--- src/rtl/seq_emitter.sv ---
// Burst symbol emitter: each frame emits 1, 2, then n threes; a burst is
// rep+1 back-to-back frames followed by a one-cycle done pulse in IDLE.
module seq_emitter (
    input  logic       clk,
    input  logic       reset,
    input  logic       start,
    input  logic [3:0] len,
    input  logic [1:0] rep,
    output logic [1:0] num,
    output logic       busy,
    output logic       done
);

    typedef enum logic [1:0] {
        IDLE  = 2'd0,
        ONE   = 2'd1,
        TWO   = 2'd2,
        THREE = 2'd3
    } state_t;

    state_t     state;
    logic [3:0] n_reg;
    logic [3:0] count;
    logic [1:0] frames_left;

    // Outputs are registered alongside the state so they always reflect it.
    always_ff @(posedge clk) begin
        if (reset) begin
            state       <= IDLE;
            n_reg       <= 4'd0;
            count       <= 4'd0;
            frames_left <= 2'd0;
            num         <= 2'd0;
            busy        <= 1'b0;
            done        <= 1'b0;
        end else begin
            case (state)
                IDLE: begin
                    done <= 1'b0;
                    if (start) begin
                        state       <= ONE;
                        n_reg       <= (len == 4'd0) ? 4'd1 : len;
                        frames_left <= rep;
                        num         <= 2'd1;
                        busy        <= 1'b1;
                    end
                end
                ONE: begin
                    state <= TWO;
                    num   <= 2'd2;
                end
                TWO: begin
                    // n is at least 1, so n-1 never underflows.
                    state <= THREE;
                    count <= n_reg - 4'd1;
                    num   <= 2'd3;
                end
                THREE: begin
                    if (count != 4'd0) begin
                        count <= count - 4'd1;
                    end else if (frames_left != 2'd0) begin
                        state       <= ONE;
                        frames_left <= frames_left - 2'd1;
                        num         <= 2'd1;
                    end else begin
                        state <= IDLE;
                        num   <= 2'd0;
                        busy  <= 1'b0;
                        done  <= 1'b1;
                    end
                end
                default: begin
                    state <= IDLE;
                    num   <= 2'd0;
                    busy  <= 1'b0;
                    done  <= 1'b0;
                end
            endcase
        end
    end

endmodule

--- config.mk ---
export PLATFORM = sky130hd
export DESIGN_NAME = seq_emitter
export DESIGN_NICKNAME = d
export VERILOG_FILES = /design/src/rtl/seq_emitter.sv
export SDC_FILE = /design/constraint.sdc
export NUM_CORES = 1
export LEC_CHECK = 0
export CORE_AREA = 3 3 46 48
export CTS_CLUSTER_SIZE = 12
export DETAILED_ROUTE_END_ITERATION = 8
export DIE_AREA = 0 0 49 51
export PLACE_DENSITY_LB_ADDON = 0.2
export SETUP_SLACK_MARGIN = 0.5
export SLEW_MARGIN = 15
export SYNTH_ARGS = -nofsm -noshare
export SYNTH_HDL_FRONTEND = slang
export SYNTH_SLANG_ARGS = --single-unit
--- constraint.sdc ---
create_clock -name clk -period 1.9 [get_ports clk]
set_input_delay 0.38 -clock clk [delete_from_list [all_inputs] [get_ports clk]]
set_output_delay 0.38 -clock clk [all_outputs]
set_load 0.005 [all_outputs]
==> qor.yml, run 1 <==
antenna_found_initial: 0
muxShareOfSynthArea_pct: 3.727
yosys.area_share.simple_pct: 23.60
coreArea_um2: 1745
synth_compound_area_share_pct: 23.29
synth_cells: 94
synthXorXnorAreaFrac_pct: 1.087
finalInstanceArea_um2: 1167
synth_fp_nets: 109
htreeDepth: 1
post-route-min-period_ns: 1.517
start_util_pct: 46.16
diodes: 0
synth_cell_types: 32
fin_crit_sh_pct: 79.85
clock_path_buffers: 2
clk_pin_slew_ns: 0.09
clock.fmax_mhz: 659.1
grt_pass1_vias: 716
crit_type: "register to register"
final.setup.tns_ns: 0
start_kind: "register"
die_area_um2: 2499
io_buffers: 12
num-nets-final: 134
cp.arrival_ns: 1.66
area_growth_pct: 44.88
powerDensity_nw_per_um2: 1399
grt_overflow_total: 0
fin_cells: 143
grt_usage_pct: 16.45
power_leakage_uw: 0.0004671
maxSlewViolCount: 0
grt_pass1_wl_um: 3146
fin_skew_ns: 0.0008410
viasPerCell: 5.476
wl_per_cell_um: 14.48
netlist_area_um2: 805.8
clkLatencyLatePin_ns: 0.27
ys_seq_elements: 14
initialDrtViolationCount: 16
place_area_um2: 970.9
cts_tree: "built"
drive_gt1_share_pct: 30.51
crit_required_ns: 2.05
crit_fanout: 3
detail_route.first_pass.iterations: 4
grt_max_degree: 12
chipHeight_um: 51
num_rows: 15
relSlewSlack_pct: 66.81
status: "finished, final reports clean"
io_pins: 13
grt_setup_unrepaired: "yes"
avgSynthCellArea_um2: 8.572
setup_viol: 0
via_count: 783
ys_warn_count: 0
dp_cells: 129
cts_num_sinks: 14
drc_errors: 0
peakVddDrop_uv: 969.8
tightest_slew_ns: 0.4963
cts_buffers: 3
power_uw: 1633
hold_path.class: "register to register"
synth-seq-area-share_pct: 34.78
setup_ws_ns: 0.3828
worstSetupEndpointType: "register"
hold_viol_final: 0
ctsRootBufferMaster: "clkbuf_4"
hpwlAfterDp_um: 1295
pre_cts_ws_ns: 0.1959
ant_nets: 0
synthAdderAreaFrac_pct: 9.317
drt-total-wl_um: 2071
die_w_um: 49
gp_congestion: 0.8276
synth_top_family_by_area: "simple AND/OR/NAND/NOR gates"
maxCapViolCount: 0
cells in the mapped netlist:
| library cell | n | share of area (%) |
|---|---|---|
| dfxtp_1 | 14 | 35 |
| a21oi_1 | 9 | 5.6 |
| nand2_1 | 9 | 4.2 |
| ha_1 | 6 | 9.3 |
| inv_1 | 6 | 2.8 |
| nor3_1 | 5 | 3.1 |
| nor2_1 | 4 | 1.9 |
| nor2b_1 | 4 | 3.1 |
| o21ai_0 | 4 | 2.5 |
| a211o_1 | 3 | 3.3 |
| mux2i_1 | 3 | 3.7 |
| nand2b_1 | 3 | 2.3 |
| a2111oi_0 | 2 | 2.2 |
| a311oi_1 | 2 | 2.2 |
| clkbuf_1 | 2 | 0.93 |
| o31a_1 | 2 | 2.2 |
| a211oi_1 | 1 | 0.93 |
| a221oi_2 | 1 | 1.9 |
| a31oi_1 | 1 | 0.78 |
| and2_1 | 1 | 0.78 |
| and3_1 | 1 | 0.78 |
| and3b_1 | 1 | 1.1 |
| buf_1 | 1 | 0.47 |
| nand3_1 | 1 | 0.62 |
| nand3b_1 | 1 | 0.93 |
| nand4b_1 | 1 | 1.1 |
| nor4_1 | 1 | 0.78 |
| nor4_2 | 1 | 1.6 |
| o21bai_1 | 1 | 0.93 |
| o31ai_1 | 1 | 0.93 |
| or4_4 | 1 | 1.4 |
| xor2_1 | 1 | 1.1 |
worst max-delay path: stages, from the launching register on:
cell and delay (ns):
dfxtp_4 0.37, or4_4 0.56, buf_12 0.16, o31ai_4 0.22
a21oi_1 0.08
metrics by stage:
| step | util, % | hold slack [ns] |
|---|---|---|
| final | 66.88 | 0.4829 |
| after global routing | 66.88 | 0.5005 |
| after CTS | 62.37 | 0.4812 |
| after detailed placement | 55.63 | 0.4745 |
| after global placement | 55.63 | 0.4648 |
| after floorplan | - | 0.4388 |
routing by layer:
| layer | track usage, % | wire length (µm) | up-vias |
|---|---|---|---|
| met5 | 0 | 0 | - |
| met4 | 5.687 | 38 | 0 |
| met3 | 2.624 | 51 | 4 |
| met2 | 29.64 | 1027 | 14 |
| met1 | 19.79 | 954 | 373 |
| li1 | - | - | 392 |
layout by cell type (no fill, tap or decap), drive strengths merged, types with 2 or more instances in the layout:
cell type / netlist / final
dlygate4sd2: 0 / 3
o21ai: 4 / 4
inv: 6 / 6
nor2: 4 / 4
a211o: 3 / 3
nand2b: 3 / 3
nand2: 9 / 9
mux2i: 3 / 3
a2111oi: 2 / 2
a311oi: 2 / 2
buf: 1 / 11
o31a: 2 / 2
nor2b: 4 / 4
dfxtp: 14 / 14
nor3: 5 / 5
ha: 6 / 6
clkbuf: 2 / 4
nor4: 2 / 2
clkdlybuf4s50: 0 / 8
a21oi: 9 / 9
where the power goes:
group          internal, µW  switching [µW]
Combinational           485             439
Clock                   116            99.5
Sequential              389             104
Total                   990             643
logic make-up after synthesis:
logic type                 Yosys count
AOI/OAI and AO/OA                   27
DFF                                 14
buffers and inverters                9
muxes                                3
xor gates and xnor gates             1
adders and majority gates            6
and+or+nand+nor                     34
final cells by class:
cell class	count	area, µm²
Timing Repair Buffer	23	211.5
Inverter	6	22.52
Fill cell	142	578.1
Tap cell	25	31.28
Multi-Input combinational cell	71	573.1
Sequential cell	14	292.8
Clock buffer	4	36.28
worst paths after layout:
kind                            startpoint  endpoint  slack, ns  cells past startpoint
worst max-delay path              count[1]      busy       0.38                      4
worst min-delay path                  busy      busy       0.48                      2
worst max register to register    count[1]      busy       0.38                      4
worst min register to register        busy      busy       0.48                      2
repair_timing:
item                                    in CTS  in global routing
resized for setup                           12                 16
endpoints found under the setup margin      11                 12
setup buffers                                8                  2
hold buffers                                 0                  0
pin swaps                                    2                  5
gates cloned                                 0                  0
Power figures use the tool's default switching activity.
==> run 2: changes to the inputs <==
clock period = 1.3 ns   (was 1.9 ns; I/O delays follow)
==> run 2 against run 1 <==
Against the previous run:
- the run now ends with setup timing left
- global-route usage grew 5.3 points
- utilization rose by 17 points
- wire length increased by 46%
- highest routed layer unchanged
==> qor.yml, run 2 (synthesis results as in run 1) <==
status: "finished, violations left"
violations: "setup timing"
io_buffers: 12  # unchanged
diodes: 0  # unchanged
coreArea_um2: 1745  # unchanged
cts_hold_buf: 0  # unchanged
tightest_slew_ns: 0.3845  # -0.1118 ns
gp_congestion: 0.7898  # -4.6%
peakVddDrop_uv: 1926  # +99%
clk_pin_slew_ns: 0.09  # about the same
fin_crit_sh_pct: 116.6  # +37 points
crit_chain: "or4_4, a211o_1, a221oi_2"
grt_pass1_wl_um: 4202  # +34%
clock_path_buffers: 2  # unchanged
drt-total-wl_um: 3033  # +46%
detail_route.first_pass.iterations: 4  # unchanged
start_util_pct: 46.16  # unchanged
power_uw: 3154  # +93%
grt_usage_pct: 21.78  # +5.3 points
htreeDepth: 1  # unchanged
start_kind: "register"
num-nets-final: 157  # +17%
grt_overflow_total: 0  # unchanged
hpwlAfterDp_um: 1549  # +20%
antenna_found_initial: 0  # unchanged
num_rows: 15  # unchanged
clkLatencyLatePin_ns: 0.30  # +0.03 ns
io_pins: 13  # unchanged
initialDrtViolationCount: 13  # -3
drive_gt1_share_pct: 57.45  # +27 points
drc_errors: 0  # unchanged
hold_viol_final: 0  # unchanged
crit_required_ns: 1.52  # -0.53 ns
layout_common_cells: "buf_4, buf_6, dfxtp_1, clkdlybuf4s50_1, nand2_1"
cp.arrival_ns: 1.73  # +0.07 ns
power_leakage_uw: 0.0005928  # +27%
cts_tree: "built"
grt_max_degree: 9  # -3
fillers: 93  # -35%
setup_ws_ns: -0.2158  # -0.5986 ns
wl_per_cell_um: 18.27  # +26%
place_area_um2: 1156  # +19%
setup_viol: 12  # +12
grt_setup_unrepaired: "yes"
relSlewSlack_pct: 74.17  # +7.4 points
final_common_cell: "buf_4"
path_delay_family: "simple AND/OR/NAND/NOR gates"
critPathBufInv: 0  # -1
powerDensity_nw_per_um2: 2157  # +54%
cts_buffers: 3  # unchanged
holdWs_ns: 0.4960  # +0.01309 ns
maxSlewViolCount: 0  # unchanged
die_area_um2: 2499  # unchanged
clock.fmax_mhz: 659.7  # about the same
hold_path.class: "register to register"
chipHeight_um: 51  # unchanged
post-route-min-period_ns: 1.516  # -0.001441 ns
ctsRootBufferMaster: "clkbuf_4"
via_count: 952  # +22%
pre_cts_ws_ns: -0.2844  # -0.4804 ns
crit_slowest_cell: "or4_4"
area_growth_pct: 81.52
die_w_um: 49  # unchanged
cp_slowest_stage_delay_ns: 0.55  # about the same
maxCapViolCount: 0  # unchanged
finalInstanceArea_um2: 1463  # +25%
viasPerCell: 5.735  # +4.7%
cts_num_sinks: 14  # unchanged
crit_type: "register to register"
ant_nets: 0  # unchanged
grt_pass1_vias: 961  # +34%
fin_skew_ns: 0.003181  # +0.002340 ns
worstSetupEndpointType: "register"
crit_fanout: 4  # +1
==> run 2: worst register-to-register path, stage by stage (launching register included) <==
cell	delay [ns]
dfxtp_4	0.36
or4_4	0.55
a211o_1	0.29
a221oi_2	0.23
==> run 2: worst paths after layout <==
check	cells past startpoint	slack (ns)	endpoint	start
max	3	-0.22	state[0]	count[3]
min	2	0.50	n_reg[3]	n_reg[3]
max reg2reg	3	-0.22	state[0]	count[3]
min reg2reg	2	0.50	n_reg[3]	n_reg[3]
==> run 2: repair_timing <==
item	CTS	global route
pin swaps	12	8
gates resized for setup	53	13
setup endpoints to repair	18	18
gates cloned	0	0
buffers inserted	6	5
==> run 2: area by class of cell <==
class,instances,area [µm²],share of cell area [%]
Tap cell,25,31.28,2.139
Timing Repair Buffer,46,400.4,27.37
Inverter,6,25.02,1.711
Multi-Input combinational cell,71,676.9,46.28
Sequential cell,14,292.8,20.02
Clock buffer,4,36.28,2.481
==> run 2: per-stage QoR <==
| step | util [%] | TNS (ns) | cells |
|---|---|---|---|
| 3_5_place_dp | 66.24 | -1.418 | 151 |
| 2_1_floorplan | - | -0.8268 | 94 |
| 6_report | 83.80 | -1.555 | 166 |
| 3_3_place_gp | 66.24 | -0.9646 | 151 |
| 4_1_cts | 77.85 | -0.8726 | 161 |
| 5_1_grt | 83.80 | -2.180 | 166 |
==> run 2: layer usage <==
| layer | routed length (µm) | track usage, % | up-vias |
|---|---|---|---|
| met2 | 1431 | 43.21 | 41 |
| met1 | 1315 | 21.61 | 456 |
| met3 | 169 | 4.082 | 12 |
| met5 | 0 | 0 | - |
| li1 | - | - | 443 |
| met4 | 116 | 10.43 | 0 |
==> run 2: report_power, final <==
group	internal [µW]	total (µW)	switching [µW]
logic	1150	2120	961
registers	566	696	130
clock network	171	342	171
total	1890	3150	1260
==> run 3: changes to the inputs <==
ABC_AREA = 1   (was default)
CORE_AREA = 3 3 48 50   (was 3 3 46 48)
DIE_AREA = 0 0 51 53   (was 0 0 49 51)
==> run 3 against run 2 <==
Against the previous run:
- the run still ends with setup timing left
- largest cell class unchanged
- highest routed layer unchanged
- critical path type unchanged
- via count down 9.9%
- final cell count up 8.4%
- count of clock-buffer cells in the layout unchanged
- global-route usage down 5.0 points
==> qor.yml, run 3 <==
start_util_pct: 44.01  # -2.2 points
synth_common_cells: "nand2_1, inv_1, dfxtp_1, nor2_1, nand3_1"
synth-seq-area-share_pct: 32.80  # -2.0 points
swShare_pct: 43.26  # +3.2 points
start_kind: "register"
detail_route.first_pass.iterations: 4  # unchanged
violations: "setup timing"
grt_max_degree: 11  # +2
diodes: 0  # unchanged
status: "finished, violations left"
grt_pass1_vias: 853  # -11%
wl_per_cell_um: 10.99  # -40%
place_area_um2: 1136  # -1.7%
muxShareOfSynthArea_pct: 0  # -3.7 points
synthAdderAreaFrac_pct: 8.785  # -0.53 points
hold_path.class: "register to register"
antenna_found_initial: 0  # unchanged
setup_ws_ns: -0.0004943  # +0.2153 ns
synth_top_family_by_area: "simple AND/OR/NAND/NOR gates"
cp.arrival_ns: 1.51  # -0.22 ns
p_seq_share_pct: 25.7  # +3.6 points
ys_seq_elements: 14  # unchanged
maxSlewViolCount: 0  # unchanged
htreeDepth: 1  # unchanged
synth_compound_area_share_pct: 11.27  # -12 points
yosys.cell_count.top_type: "nand2_1"
grt_pass1_wl_um: 3429  # -18%
synth_cell_types: 24  # -25%
power_uw: 2822  # -11%
relSlewSlack_pct: 82.70  # +8.5 points
cts_buffers: 3  # unchanged
netlist_area_um2: 854.6  # +6.1%
intPower_uw: 1601  # -15%
num-nets-final: 169  # +7.6%
ys_top_cells_by_area: "dfxtp_1, nand2_1, ha_1"
grt_usage_pct: 16.74  # -5.0 points
io_pins: 13  # unchanged
drive_gt1_share_pct: 35.29  # -22 points
fin_crit_sh_pct: 100.0  # -17 points
initialDrtViolationCount: 15  # +2
synth_fp_nets: 141  # +29%
setup_viol: 1  # -11
gp_congestion: 0.8416  # +6.6%
hpwlAfterDp_um: 1447  # -6.6%
ant_nets: 0  # unchanged
crit_type: "register to register"
cts_num_sinks: 14  # unchanged
via_count: 858  # -9.9%
synthFlopType: "dfxtp_1"
final.setup.tns_ns: -0.0004943  # +1.555 ns
post-route-min-period_ns: 1.300  # -0.2153 ns
coreArea_um2: 1942  # +11%
finalInstanceArea_um2: 1275  # -13%
combPwrFrac_pct: 65.3  # -1.8 points
yosys.area_share.simple_pct: 33.09  # +9.5 points
async_flop_share_pct: 0  # unchanged
fin_skew_ns: 0.007020  # +0.003839 ns
clkPwrFrac_pct: 9.1  # -1.7 points
crit_fanout: 10  # +6
pre_cts_ws_ns: -0.2010  # +0.08337 ns
synth_edf_count: 0  # unchanged
chipHeight_um: 53  # +3.9%
clock.fmax_mhz: 768.9  # +17%
crit_required_ns: 1.51  # about the same
die_w_um: 51  # +4.1%
hold_viol_final: 0  # unchanged
power_leakage_uw: 0.0005888  # -0.68%
synth_top_area_share_pct: 32.80  # -2.0 points
clkLatencyLatePin_ns: 0.28  # -0.02 ns
powerDensity_nw_per_um2: 2214  # +2.6%
cts_tree: "built"
worstSetupEndpointType: "register"
drc_errors: 0  # unchanged
io_buffers: 12  # unchanged
maxCapViolCount: 0  # unchanged
synth_cells: 126  # +34%
ctsRootBufferMaster: "clkbuf_4"
num_rows: 16  # +1
ys_warn_count: 0  # unchanged
viasPerCell: 4.767  # -17%
yosysTopAreaCell: "dfxtp_1"
synthXorXnorAreaFrac_pct: 1.025  # -0.062 points
drt-total-wl_um: 1978  # -35%
grt_overflow_total: 0  # unchanged
grt_setup_unrepaired: "yes"
tightest_slew_ns: 0.2592  # -0.1253 ns
area_growth_pct: 49.19
layout_common_cells: "nand2_1, inv_1, buf_4"
final_common_cell: "nand2_1"
peakVddDrop_uv: 1593  # -17%
avgSynthCellArea_um2: 6.782  # -21%
netSwitchingPower_uw: 1221  # -3.3%
die_area_um2: 2703  # +8.2%
clk_pin_slew_ns: 0.09  # about the same
clock_path_buffers: 2  # unchanged
holdWs_ns: 0.4711  # -0.02493 ns
[run 3: changes by cell type after synthesis, moves of 4 or more]
| cell | before | now |
|---|---|---|
| nand3_1 | 1 | 9 |
| nor3_1 | 5 | 1 |
| nor2_1 | 4 | 11 |
| nor2b_1 | 4 | 0 |
| nand2_1 | 9 | 36 |
| inv_1 | 6 | 19 |
[run 3: path summary, 6_finish.rpt]
check	startpoint	slack, ns	endpoint	cells after the start
hold reg to reg	n_reg[2]	0.47	n_reg[2]	2
setup reg to reg	state[0]	-0.0005	frames_left[1]	9
setup / recovery	state[0]	-0.0005	frames_left[1]	9
hold / removal	n_reg[2]	0.47	n_reg[2]	2
[run 3: critical path, stage by stage, from the launching register on]
cell and delay, ns:
dfxtp_4 0.37, ha_4 0.19, inv_6 0.09, buf_12 0.14
nand2_4 0.06, o21ai_4 0.06, nand3_2 0.11, nand2_1 0.08
nand2_1 0.05, nor2_1 0.09
[run 3: power groups by stage]
stage          Clock (µW)  Combinational (µW)  Sequential [µW]
2_1_floorplan           0                1100              727
3_3_place_gp            0                1500              733
3_5_place_dp            0                1540              735
4_1_cts               267                1750              722
5_1_grt               289                2070              745
6_report              256                1840              724
[run 3: repair_timing]
item | 4_1_cts | 5_1_grt
setup buffers | 2 | 2
pin swaps | 10 | 2
gates resized for setup | 34 | 10
hold buffers | 0 | 0
setup endpoints to repair | 18 | 18
endpoints found under the hold margin | 0 | 0
[run 3: per-stage QoR]
stage / cells / util, %
2_1_floorplan: 126 / -
4_1_cts: 178 / 63.47
3_3_place_gp: 172 / 58.51
3_5_place_dp: 172 / 58.51
6_report: 180 / 65.66
5_1_grt: 180 / 65.66
[run 3: area by class of cell]
cell class | instances | area, µm²
Multi-Input combinational cell | 89 | 616.8
Fill cell | 184 | 666.9
Tap cell | 27 | 33.78
Clock buffer | 4 | 26.28
Inverter | 20 | 80.08
Timing Repair Buffer | 26 | 227.7
Sequential cell | 14 | 290.3
[run 3: kinds of logic after synthesis]
family	Yosys count
adders and majority gates	6
buffers and inverters	23
DFF	14
AOI/OAI and AO/OA	17
and+or+nand+nor	65
xor gates and xnor gates	1
[run 3: layer usage]
metal / track usage [%] / vias to the layer above / wire length (µm)
li1: - / 452 / -
met1: 18.91 / 396 / 874
met3: 2.535 / 2 / 46
met2: 31.33 / 8 / 1042
met4: 6.278 / 0 / 14
met5: 0 / - / 0
